`src/rtl/core_pkg.sv`:
```
// Shared types for the pipeline hazard controller: sequencer states and the
// per-stage enable/flush bundle.
package core_pkg;

  typedef enum logic [1:0] {
    BOOT     = 2'd0,
    RUN      = 2'd1,
    MEM_WAIT = 2'd2,
    HALT     = 2'd3
  } state_t;

  localparam logic [4:0] REG_ZERO = 5'd0;

  typedef struct packed {
    logic pc_we;
    logic pc_sel_redirect;
    logic if_id_we;
    logic id_ex_we;
    logic ex_mem_we;
    logic if_id_flush;
    logic id_ex_flush;
  } stage_ctrl_t;

  localparam stage_ctrl_t CTRL_RESET = '{pc_we: 1'b0, pc_sel_redirect: 1'b0,
                                         if_id_we: 1'b0, id_ex_we: 1'b0, ex_mem_we: 1'b0,
                                         if_id_flush: 1'b1, id_ex_flush: 1'b1};
  localparam stage_ctrl_t CTRL_FREEZE = '{pc_we: 1'b0, pc_sel_redirect: 1'b0,
                                          if_id_we: 1'b0, id_ex_we: 1'b0, ex_mem_we: 1'b0,
                                          if_id_flush: 1'b0, id_ex_flush: 1'b0};
  localparam stage_ctrl_t CTRL_REDIRECT = '{pc_we: 1'b1, pc_sel_redirect: 1'b1,
                                            if_id_we: 1'b1, id_ex_we: 1'b1, ex_mem_we: 1'b1,
                                            if_id_flush: 1'b1, id_ex_flush: 1'b1};
  // ID instruction stays put while a bubble enters EX behind the load
  localparam stage_ctrl_t CTRL_BUBBLE = '{pc_we: 1'b0, pc_sel_redirect: 1'b0,
                                          if_id_we: 1'b0, id_ex_we: 1'b1, ex_mem_we: 1'b1,
                                          if_id_flush: 1'b0, id_ex_flush: 1'b1};
  localparam stage_ctrl_t CTRL_NORMAL = '{pc_we: 1'b1, pc_sel_redirect: 1'b0,
                                          if_id_we: 1'b1, id_ex_we: 1'b1, ex_mem_we: 1'b1,
                                          if_id_flush: 1'b0, id_ex_flush: 1'b0};

  function automatic logic src_hits(input logic [4:0] rs, input logic uses,
                                    input logic [4:0] rd);
    return uses && (rs == rd);
  endfunction

endpackage

```
`src/rtl/sat_counter.sv`:
```
// Saturating up-counter with asynchronous clear; sticks at all-ones.
module sat_counter #(
  parameter int W = 16
) (
  input  logic         clk,
  input  logic         clr,
  input  logic         inc,
  output logic [W-1:0] count
);

  always_ff @(posedge clk or posedge clr) begin
    if (clr)
      count <= '0;
    else if (inc && (count != '1))
      count <= count + 1'b1;
  end

endmodule

```
`src/rtl/pipe_hazard_ctrl.sv`:
```
// Stall/flush sequencer for the 5-stage pipeline: boot bubble, load-use
// bubbles, EX redirects, data-memory waits and fatal-error halt.
module pipe_hazard_ctrl
  import core_pkg::*;
#(
  parameter int BOOT_CYCLES = 4,
  parameter int TIMEOUT     = 64,
  parameter int CNT_W       = 16
) (
  input  logic             clk,
  input  logic             rst,
  input  logic             id_valid,
  input  logic [4:0]       id_rs1,
  input  logic [4:0]       id_rs2,
  input  logic             id_uses_rs1,
  input  logic             id_uses_rs2,
  input  logic             ex_valid,
  input  logic             ex_is_load,
  input  logic [4:0]       ex_rd,
  input  logic             ex_redirect,
  input  logic [31:0]      ex_target,
  input  logic             dmem_req,
  input  logic             dmem_ready,
  output logic             pc_we,
  output logic             pc_sel_redirect,
  output logic [31:0]      redirect_pc,
  output logic             if_id_we,
  output logic             id_ex_we,
  output logic             ex_mem_we,
  output logic             if_id_flush,
  output logic             id_ex_flush,
  output logic             halted,
  output logic             err_timeout,
  output logic             err_misalign,
  output logic [CNT_W-1:0] stall_cycles,
  output logic [CNT_W-1:0] flush_count
);

  localparam logic [3:0] BOOT_LAST = 4'(BOOT_CYCLES - 1);
  localparam logic [8:0] TIMEOUT_W = 9'(TIMEOUT);

  state_t      state, state_n;
  logic [3:0]  boot_cnt, boot_cnt_n;
  logic [7:0]  wait_cnt, wait_cnt_n;
  logic [8:0]  wait_inc;
  logic        err_timeout_n, err_misalign_n;
  logic        freeze, redir, lu, misalign;
  logic        stall_inc, flush_inc;
  stage_ctrl_t ctrl;

  assign freeze   = dmem_req && !dmem_ready;
  assign redir    = ex_valid && ex_redirect;
  assign misalign = (ex_target[1:0] != 2'b00);
  assign lu       = ex_valid && ex_is_load && (ex_rd != REG_ZERO) && id_valid &&
                    (src_hits(id_rs1, id_uses_rs1, ex_rd) ||
                     src_hits(id_rs2, id_uses_rs2, ex_rd));
  assign wait_inc = {1'b0, wait_cnt} + 9'd1;

  always_ff @(posedge clk or posedge rst) begin
    if (rst) begin
      state        <= BOOT;
      boot_cnt     <= '0;
      wait_cnt     <= '0;
      err_timeout  <= 1'b0;
      err_misalign <= 1'b0;
    end else begin
      state        <= state_n;
      boot_cnt     <= boot_cnt_n;
      wait_cnt     <= wait_cnt_n;
      err_timeout  <= err_timeout_n;
      err_misalign <= err_misalign_n;
    end
  end

  // Memory freeze outranks everything so a pending redirect or load-use is
  // replayed on the release cycle with the EX instruction still in place.
  always_comb begin
    state_n        = state;
    boot_cnt_n     = boot_cnt;
    wait_cnt_n     = wait_cnt;
    err_timeout_n  = err_timeout;
    err_misalign_n = err_misalign;
    ctrl           = CTRL_RESET;
    stall_inc      = 1'b0;
    flush_inc      = 1'b0;

    case (state)
      BOOT: begin
        boot_cnt_n = boot_cnt + 4'd1;
        if (boot_cnt == BOOT_LAST) begin
          state_n    = RUN;
          boot_cnt_n = '0;
        end
      end

      RUN, MEM_WAIT: begin
        if (freeze) begin
          ctrl = CTRL_FREEZE;
          if (state == RUN) begin
            state_n    = MEM_WAIT;
            wait_cnt_n = 8'd1;
          end else begin
            wait_cnt_n = wait_inc[7:0];
            if (wait_inc == TIMEOUT_W) begin
              state_n       = HALT;
              err_timeout_n = 1'b1;
            end
          end
        end else begin
          state_n    = RUN;
          wait_cnt_n = '0;
          if (redir && misalign) begin
            ctrl           = CTRL_FREEZE;
            state_n        = HALT;
            err_misalign_n = 1'b1;
          end else if (redir) begin
            ctrl      = CTRL_REDIRECT;
            flush_inc = 1'b1;
          end else if (lu) begin
            ctrl = CTRL_BUBBLE;
          end else begin
            ctrl = CTRL_NORMAL;
          end
        end
        stall_inc = !ctrl.pc_we;
      end

      HALT: begin
        ctrl = CTRL_FREEZE;
      end
    endcase
  end

  assign pc_we           = ctrl.pc_we;
  assign pc_sel_redirect = ctrl.pc_sel_redirect;
  assign if_id_we        = ctrl.if_id_we;
  assign id_ex_we        = ctrl.id_ex_we;
  assign ex_mem_we       = ctrl.ex_mem_we;
  assign if_id_flush     = ctrl.if_id_flush;
  assign id_ex_flush     = ctrl.id_ex_flush;
  assign redirect_pc     = ex_target;
  assign halted          = (state == HALT);

  sat_counter #(.W(CNT_W)) u_stall_cnt (
    .clk   (clk),
    .clr   (rst),
    .inc   (stall_inc),
    .count (stall_cycles)
  );

  sat_counter #(.W(CNT_W)) u_flush_cnt (
    .clk   (clk),
    .clr   (rst),
    .inc   (flush_inc),
    .count (flush_count)
  );

endmodule

```
`config.mk`:
```
export PLATFORM = sky130hd
export DESIGN_NAME = pipe_hazard_ctrl
export DESIGN_NICKNAME = d
export VERILOG_FILES = /design/src/rtl/core_pkg.sv /design/src/rtl/sat_counter.sv /design/src/rtl/pipe_hazard_ctrl.sv
export SDC_FILE = /design/constraint.sdc
export NUM_CORES = 1
export LEC_CHECK = 0
export ABC_AREA = 1
export BUFFER_PORTS_ARGS = -buffer_cell sky130_fd_sc_hd__buf_2
export CORE_MARGIN = 10
export CORE_UTILIZATION = 50
export CTS_BUF_LIST = sky130_fd_sc_hd__clkbuf_16
export DETAILED_ROUTE_END_ITERATION = 16
export GPL_ROUTABILITY_DRIVEN = 0
export GPL_TIMING_DRIVEN = 0
export PLACE_DENSITY = 0.81
export SLEW_MARGIN = 0
export SYNTH_ARGS = -nofsm -noshare
export SYNTH_HDL_FRONTEND = slang
export SYNTH_HIERARCHICAL = 1
export SYNTH_SLANG_ARGS = --single-unit
```
`constraint.sdc`:
```
create_clock -name clk -period 2.49 [get_ports clk]
set_input_delay 0.498 -clock clk [delete_from_list [all_inputs] [get_ports clk]]
set_output_delay 0.498 -clock clk [all_outputs]
set_load 0.005 [all_outputs]
```
==> PnR_summary.wiki, run 1 <==
{| class="wikitable"
! Metric !! Value
|-
| Number of max-slew violations in the final report || 0
|-
| CORE AREA || 0.00687 mm2
|-
| Chip Height || 105 um
|-
| Synthesized flop and latch total || 48
|-
| Period minus WS final || between 2000 and 2500 ps
|-
| Maximum clock insertion buffer count || 2
|-
| I/O Pins || roughly 130
|-
| Number of library cell types mapped by synthesis || 27
|-
| Slew headroom || 55.9%
|-
| Leakage power total || 2.25 nW
|-
| Number of standard cells after synthesis || 510
|-
| Number of buffers inserted by port buffering || 100
|-
| Number of nets with antenna violations after routing || 0
|-
| Area of the mapped netlist || around 0.0036 mm2
|-
| Final worst path period share || 95.6%
|-
| H-tree levels || 2
|-
| Number of hold-slack violations in the final timing report || 0
|-
| Register area share after synthesis || 33.6%
|-
| Fin nets || just under 700
|-
| Peak supply drop || 0.484 mV
|-
| Setup violation total in the final timing report || 0
|-
| Clock buffers created by TritonCTS || 5
|-
| Initial core utilization || a little over half
|-
| Max incr delay on CP || 390 ps
|-
| Avg Synthesized Cell Area || 7.01 um2
|-
| Launching element type of the critical path || register
|-
| Worst setup path class || reg2out
|-
| Area used by multi-input combinational logic || 0.00185 mm2
|-
| Root cell of the clock tree || sky130_fd_sc_hd__clkbuf_16
|-
| Horizontal die dimension || 105 um
|-
| Share of layout cells above drive strength 1 || 32.6%
|-
| Pre-Repair DR Iteration Count || 4
|-
| Signed area change from the synthesized netlist to the final layout || 22.1%
|-
| Average wire per standard cell || 12.8 um
|-
| Number of global-route vias before repair || 3401
|-
| Post-place setup slack || 83.2 ps
|-
| Die footprint || 0.0109 mm2
|-
| Routed WL || ~9.2 mm
|-
| Arrival time worst endpoint || between 1500 and 2000 ps
|-
| Standard-cell rows || 30
|-
| Total global routing overflow || 0
|-
| Num Clock Sinks || 48
|-
| Worst slack on hold paths || ~310 ps
|-
| Clock tree from TritonCTS || built
|-
| Required @ worst endpoint || 1990 ps
|-
| Clock edge transition at the registers on the reported setup and hold paths || 60 ps
|-
| Total number of yosys warnings || 6
|-
| Post-Route Skew || around 6.8 ps
|-
| Maximum capacitance violations || 0
|-
| Cell Area, Placed || around 0.0042 mm2
|-
| Drt first-iter violations || around 150
|-
| Critical path peak fanout || 10
|-
| Final worst-path setup slack || about 110 ps
|-
| PD cells || roughly 760 mW/mm2
|-
| Detailed placer's ending HPWL || 7.40 mm
|-
| Maximum number of pins on one net before global-route repair || 17
|-
| Most frequent cell on the critical path || sky130_fd_sc_hd__inv_2
|-
| Number of antenna violations at the first check in global routing || 0
|-
| Net count after synthesis || 574
|-
| First-pass GRT wire length || 15.4 mm
|-
| All-Layer GR Usage || 16.2%
|-
| Unrepaired setup endpoints after global routing || false
|-
| DRC violation count after routing || 0
|-
| Nature of the critical path endpoint || primary output
|-
| Post-route design area || 0.00436 mm2
|-
| Transition time at the pin with the least slew margin || 661 ps
|-
| Antenna cell count || 0
|-
| Ordered list of cells on the worst path || inv_1 -> ha_1 -> buf_6 -> inv_2 -> nor2_1 -> inv_2 -> nor3_4 -> buf_4 -> buf_2
|-
| Vias/cell || 4.83
|-
| Fin util || around 64%
|-
| Clk_lat worst skew || 290 ps
|-
| Type of the most critical hold path || in2async
|-
| Status || finished clean
|-
| Hold buffer count at CTS || 0
|-
| Sum of negative setup slack || 0 ps
|-
| Total number of vias || roughly 3500
|-
| Area used by sequential logic in the layout || 0.00120 mm2
|-
| Worst path top cell family by delay || buffers and inverters
|-
| Buffers & Inverters on Critical Path || 6
|-
| Number of filler instances in the final layout || 632
|-
| Critical-path cell with the highest stage delay || sky130_fd_sc_hd__dfrtp_1
|-
| Timing-limited maximum frequency || 0.420 GHz
|}
layer usage:
metal / global-route usage, % / vias up / share of wire, %
li1: - / 1787 / -
met1: 18.2 / 1574 / 41
met2: 28.9 / 82 / 51
met3: 5.71 / 14 / 6.9
met4: 2.88 / 0 / 0.87
met5: 0 / - / 0
layout by cell type, fill, tap and decap left out:
cell	netlist	routed
sky130_fd_sc_hd__clkinv_2	0	1
sky130_fd_sc_hd__nand2_2	14	14
sky130_fd_sc_hd__o21ai_2	13	13
sky130_fd_sc_hd__nor3_4	0	1
sky130_fd_sc_hd__a21oi_1	5	5
sky130_fd_sc_hd__nor2_2	8	9
sky130_fd_sc_hd__o22ai_1	3	3
sky130_fd_sc_hd__nor2_1	45	44
sky130_fd_sc_hd__xor2_1	6	6
sky130_fd_sc_hd__inv_2	2	4
sky130_fd_sc_hd__ha_1	7	7
sky130_fd_sc_hd__buf_4	34	36
sky130_fd_sc_hd__buf_2	1	100
sky130_fd_sc_hd__buf_6	0	1
sky130_fd_sc_hd__nand3b_1	4	4
sky130_fd_sc_hd__o21ai_1	8	8
sky130_fd_sc_hd__nor2_4	11	11
sky130_fd_sc_hd__clkbuf_16	0	5
sky130_fd_sc_hd__xnor2_1	5	5
sky130_fd_sc_hd__o21bai_2	1	1
sky130_fd_sc_hd__o21bai_1	2	2
sky130_fd_sc_hd__nand4_1	14	14
sky130_fd_sc_hd__nand2_1	169	169
sky130_fd_sc_hd__a22o_1	1	1
sky130_fd_sc_hd__nand3_2	4	4
sky130_fd_sc_hd__inv_1	63	62
sky130_fd_sc_hd__o21ai_0	13	13
sky130_fd_sc_hd__dfrtp_1	48	48
sky130_fd_sc_hd__nand3_1	26	26
sky130_fd_sc_hd__buf_8	2	2
Yosys cell counts:
cell type | number | area share (%)
sky130_fd_sc_hd__nand4_1 | 14 | 2.5
sky130_fd_sc_hd__o21ai_2 | 13 | 3.2
sky130_fd_sc_hd__nand3_1 | 26 | 3.6
sky130_fd_sc_hd__nand2_1 | 169 | 18
sky130_fd_sc_hd__dfrtp_1 | 48 | 34
sky130_fd_sc_hd__buf_8 | 2 | 0.84
sky130_fd_sc_hd__o21bai_2 | 1 | 0.31
sky130_fd_sc_hd__nand2_2 | 14 | 2.5
sky130_fd_sc_hd__ha_1 | 7 | 2.5
sky130_fd_sc_hd__inv_2 | 2 | 0.21
sky130_fd_sc_hd__xnor2_1 | 5 | 1.2
sky130_fd_sc_hd__xor2_1 | 6 | 1.5
sky130_fd_sc_hd__nor3_1 | 1 | 0.14
sky130_fd_sc_hd__o21ai_1 | 8 | 1.1
sky130_fd_sc_hd__buf_4 | 34 | 7.1
sky130_fd_sc_hd__a22o_1 | 1 | 0.25
sky130_fd_sc_hd__o21ai_0 | 13 | 1.8
sky130_fd_sc_hd__buf_2 | 1 | 0.14
sky130_fd_sc_hd__a21oi_1 | 5 | 0.70
sky130_fd_sc_hd__nand3b_1 | 4 | 0.84
sky130_fd_sc_hd__nand3_2 | 4 | 1.1
sky130_fd_sc_hd__nor2_1 | 45 | 4.7
sky130_fd_sc_hd__o22ai_1 | 3 | 0.53
sky130_fd_sc_hd__inv_1 | 63 | 6.6
sky130_fd_sc_hd__nor2_4 | 11 | 3.5
sky130_fd_sc_hd__nor2_2 | 8 | 1.4
sky130_fd_sc_hd__o21bai_1 | 2 | 0.42
area by class of cell:
cell class | count | area share, %
Inverter | 65 | 5.59
Tap cell | 96 | 2.75
Clock inverter | 2 | 0.201
Clock buffer | 5 | 2.87
Buffer | 37 | 6.79
Sequential cell | 48 | 27.5
Multi-Input combinational cell | 360 | 42.5
Timing Repair Buffer | 102 | 11.8
logic make-up after synthesis:
family / count (synthesis) / share of synthesized area (%)
and+or+nand+nor: 296 / 38.0
xor gates and xnor gates: 11 / 2.70
adders and majority gates: 7 / 2.45
AOI/OAI and AO/OA: 46 / 8.33
buffers and inverters: 102 / 14.9
DFF: 48 / 33.6
power by group:
part           switching (W)  leakage, nW  total, W  internal, W
clock               0.000277       0.0709  0.000638     0.000361
combinational       0.000833         1.56   0.00147     0.000637
sequential          0.000246        0.619   0.00123     0.000983
stage by stage:
stage | total power, W | instances
after floorplan | 0.00214 | 510
after global placement | 0.00259 | 706
after global routing | 0.00363 | 715
final | 0.00334 | 715
after CTS | 0.00330 | 713
after detailed placement | 0.00265 | 706
repair_timing:
item,4_1_cts,5_1_grt
endpoints found under the hold margin,0,0
setup buffers,0,2
cloned,0,0
gates resized for setup,0,8
setup endpoints to repair,3,18
pin swaps,0,1
state kept, by name, summed over array words and instances, names as in the netlist:
| register | count |
|---|---|
| u_stall_cnt/count | 16 |
| err_timeout | 1 |
| wait_cnt | 8 |
| boot_cnt | 4 |
| state | 2 |
| err_misalign | 1 |
| u_flush_cnt/count | 16 |
path summary, 6_finish.rpt:
kind / from / end / slack [ps] / cells past startpoint
max: state[0] / id_ex_we / 110 / 9
min: rst / boot_cnt[3] / 310 / 2
max reg2reg: state[0] / u_flush_cnt/count[0] / 310 / 12
min reg2reg: err_misalign / err_misalign / 470 / 1
max in group asynchronous: rst / u_flush_cnt/count[14] / 1740 / 2
min in group clk: err_misalign / err_misalign / 470 / 1
Note: power is estimated with default switching activity, not from simulation.
==> run 2: changes to the inputs <==
- BUFFER_PORTS_ARGS: -buffer_cell sky130_fd_sc_hd__buf_2 -> not set
- DONT_BUFFER_PORTS: not set -> 1
- PLACE_DENSITY: 0.81 -> not set
==> run 2 against run 1 <==
- clock skew barely moved
- worst hold slack got worse by 140 ps
- die area did not move
- critical endpoint unchanged
- flip-flop and latch count did not move
- utilization fell by 7.0 points
- worst setup slack improved by 18 ps
- global-route usage fell by 0.059 points
- critical path depth fell by 1
==> PnR_summary.wiki, run 2 (synthesized netlist as in run 1, its figures left out) <==
{| class="wikitable"
! Metric !! Value
|-
| Most frequent cell on the critical path || sky130_fd_sc_hd__inv_2
|-
| Die footprint || 0.0109 mm2 (unchanged)
|-
| Reg-to-reg setup timing slack || 290 ps (-20 ps)
|-
| Transition time at the pin with the least slew margin || 648 ps (-12.9 ps)
|-
| Root cell of the clock tree || sky130_fd_sc_hd__clkbuf_16
|-
| Critical-path cell with the highest stage delay || sky130_fd_sc_hd__dfrtp_1
|-
| Leakage power total || 1.82 nW (-19%)
|-
| Routed wl met2 || 4.01 mm (-15%)
|-
| Peak supply drop || 0.385 mV (-20%)
|-
| Num Clock Sinks || 48 (unchanged)
|-
| Signed area change from the synthesized netlist to the final layout || 8.65%
|-
| Clock tree from TritonCTS || built
|-
| PD cells || 822 mW/mm2 (+7.5%)
|-
| Buffers & Inverters on Critical Path || 5 (-1)
|-
| Maximum capacitance violations || 0 (unchanged)
|-
| Number of filler instances in the final layout || 721 (+14%)
|-
| Worst setup path class || reg2out
|-
| CORE AREA || 0.00687 mm2 (unchanged)
|-
| Worst path top cell family by delay || buffers and inverters
|-
| Routed length on met3 || 924 um (+46%)
|-
| Arrival time worst endpoint || 1860 ps (-20 ps)
|-
| Hold buffer count at CTS || 0 (unchanged)
|-
| Standard-cell rows || 30 (unchanged)
|-
| Horizontal die dimension || 105 um (unchanged)
|-
| H-tree levels || 2 (unchanged)
|-
| Total global routing overflow || 0 (unchanged)
|-
| Launching point of the worst reg2reg path || state[0]
|-
| Number of hold-slack violations in the final timing report || 0 (unchanged)
|-
| I/O Pins || 131 (unchanged)
|-
| Unrepaired setup endpoints after global routing || false
|-
| Drt first-iter violations || 110 (-29%)
|-
| Total number of vias || 3086 (-11%)
|-
| Post-place setup slack || -53.6 ps (-137 ps)
|-
| Number of antenna violations at the first check in global routing || 0 (unchanged)
|-
| Max incr delay on CP || 420 ps (+30 ps)
|-
| Final worst-path setup slack || 129 ps (+18.5 ps)
|-
| Post-Route Skew || 7.23 ps (+0.451 ps)
|-
| Fin nets || 581 (-15%)
|-
| Cells on worst reg2reg path || 14 (+2)
|-
| Sum of negative setup slack || 0 ps (unchanged)
|-
| Clock edge transition at the registers on the reported setup and hold paths || 70 ps (about the same)
|-
| Average wire per standard cell || 14.1 um (+10%)
|-
| Area used by multi-input combinational logic || 0.00186 mm2 (+0.27%)
|-
| Post-CTS Resized || 3 (+3)
|-
| Final worst path period share || 94.8% (-0.74 points)
|-
| Period minus WS final || 2360 ps (-18.5 ps)
|-
| First-pass GRT wire length || 15.2 mm (-1.2%)
|-
| Clk_lat worst skew || 290 ps (about the same)
|-
| Chip Height || 105 um (unchanged)
|-
| Worst slack on hold paths || 174 ps (-135 ps)
|-
| Fin util || 56.5% (-7.0 points)
|-
| Share of layout cells above drive strength 1 || 19.7% (-13 points)
|-
| Highest routing layer actually used || met4
|-
| Type of the most critical hold path || in2async
|-
| Number of nets with antenna violations after routing || 0 (unchanged)
|-
| DRC violation count after routing || 0 (unchanged)
|-
| Clock buffers created by TritonCTS || 5 (unchanged)
|-
| Routed WL || 8.67 mm (-5.3%)
|-
| Status || finished clean
|-
| Leading cell type in the layout, fill and taps excluded || sky130_fd_sc_hd__nand2_1
|-
| Terminus of the critical flop-to-flop path || u_flush_cnt/count[13]
|-
| Most used cells in the layout excluding fill and tap cells || sky130_fd_sc_hd__nand2_1 (169), sky130_fd_sc_hd__inv_1 (61), sky130_fd_sc_hd__dfrtp_1 (48), sky130_fd_sc_hd__nor2_1 (44), sky130_fd_sc_hd__buf_4 (34)
|-
| Timing-limited maximum frequency || 0.423 GHz (+0.78%)
|-
| Maximum number of pins on one net before global-route repair || 17 (unchanged)
|-
| Top Registers || u_flush_cnt/count: 16 flops, u_stall_cnt/count: 16 flops, wait_cnt: 8 flops
|-
| Required @ worst endpoint || 1990 ps (about the same)
|-
| Number of global-route vias before repair || 3133 (-7.9%)
|-
| Slew headroom || 56.8% (+0.86 points)
|-
| Area used by sequential logic in the layout || 0.00120 mm2 (unchanged)
|-
| Critical path peak fanout || 10 (unchanged)
|-
| Launching element type of the critical path || register
|-
| Setup violation total in the final timing report || 0 (unchanged)
|-
| Antenna cell count || 0 (unchanged)
|-
| All-Layer GR Usage || 16.1% (-0.059 points)
|-
| Total setup buffers inserted after CTS || 0 (unchanged)
|-
| Pre-Repair DR Iteration Count || 4 (unchanged)
|-
| Number of buffers inserted by port buffering || 0 (-100%)
|-
| Detailed placer's ending HPWL || 7.08 mm (-4.4%)
|-
| Overall power || 0.00319 W (-4.3%)
|-
| Vias/cell || 5.03 (+4.0%)
|-
| Maximum clock insertion buffer count || 2 (unchanged)
|-
| Initial core utilization || 52.0% (unchanged)
|-
| Detailed-routing wirelength on met1 || 3.68 mm (-1.8%)
|-
| Ordered list of cells on the worst path || inv_1 -> ha_1 -> clkbuf_4 -> inv_2 -> nor2_1 -> inv_2 -> nor3_4 -> buf_4
|-
| Nature of the critical path endpoint || primary output
|-
| Number of max-slew violations in the final report || 0 (unchanged)
|}
[run 2: worst reg2reg max path: stages (launching register included)]
cell and delay (ps):
sky130_fd_sc_hd__dfrtp_1 420, sky130_fd_sc_hd__inv_1 60, sky130_fd_sc_hd__ha_1 290, sky130_fd_sc_hd__clkbuf_4 200, sky130_fd_sc_hd__inv_2 80, sky130_fd_sc_hd__nor2_1 130
sky130_fd_sc_hd__inv_2 90, sky130_fd_sc_hd__nor2_4 160, sky130_fd_sc_hd__inv_1 140, sky130_fd_sc_hd__nor2_1 120, sky130_fd_sc_hd__nand2_1 60, sky130_fd_sc_hd__nor2_1 150
sky130_fd_sc_hd__nand3_1 90, sky130_fd_sc_hd__nand2_1 70, sky130_fd_sc_hd__inv_1 30
[run 2: worst max path at each step]
stage	from	end	slack [ps]	cells after the start
after CTS	state[0]	id_ex_we	10	8
after global placement	state[0]	u_flush_cnt/count[13]	-30	14
final	state[0]	id_ex_we	130	8
after global routing	state[0]	id_ex_we	10	8
after detailed placement	state[0]	u_flush_cnt/count[13]	-50	14
after floorplan	state[0]	u_flush_cnt/count[13]	470	14
[run 2: final cells by class]
cell class	count	area share, %
sequential	48	30.9
clock inverter	3	1.10
multi-input combinational	360	47.8
clock buffer	5	3.22
inverter	65	6.28
tap	96	3.09
buffer	37	7.54
[run 2: through the flow]
stage	instance area, um2	cells
3_3_place_gp	3690	606
2_1_floorplan	3570	510
5_1_grt	3880	614
6_report	3880	614
4_1_cts	3880	614
3_5_place_dp	3690	606
[run 2: layer usage]
| metal | vias to the layer above | global-route usage (%) |
|---|---|---|
| met5 | - | 0 |
| met4 | 0 | 3.78 |
| met3 | 5 | 6.70 |
| met2 | 105 | 26.7 |
| met1 | 1393 | 18.9 |
| li1 | 1583 | - |
[run 2: report_power, final]
part	internal (W)	switching (W)	total [W]	leakage, nW
Clock	0.000472	0.000300	0.000773	0.0798
Combinational	0.000441	0.000695	0.00114	1.12
Sequential	0.000981	0.000303	0.00128	0.619
Total	0.00189	0.00130	0.00319	1.82
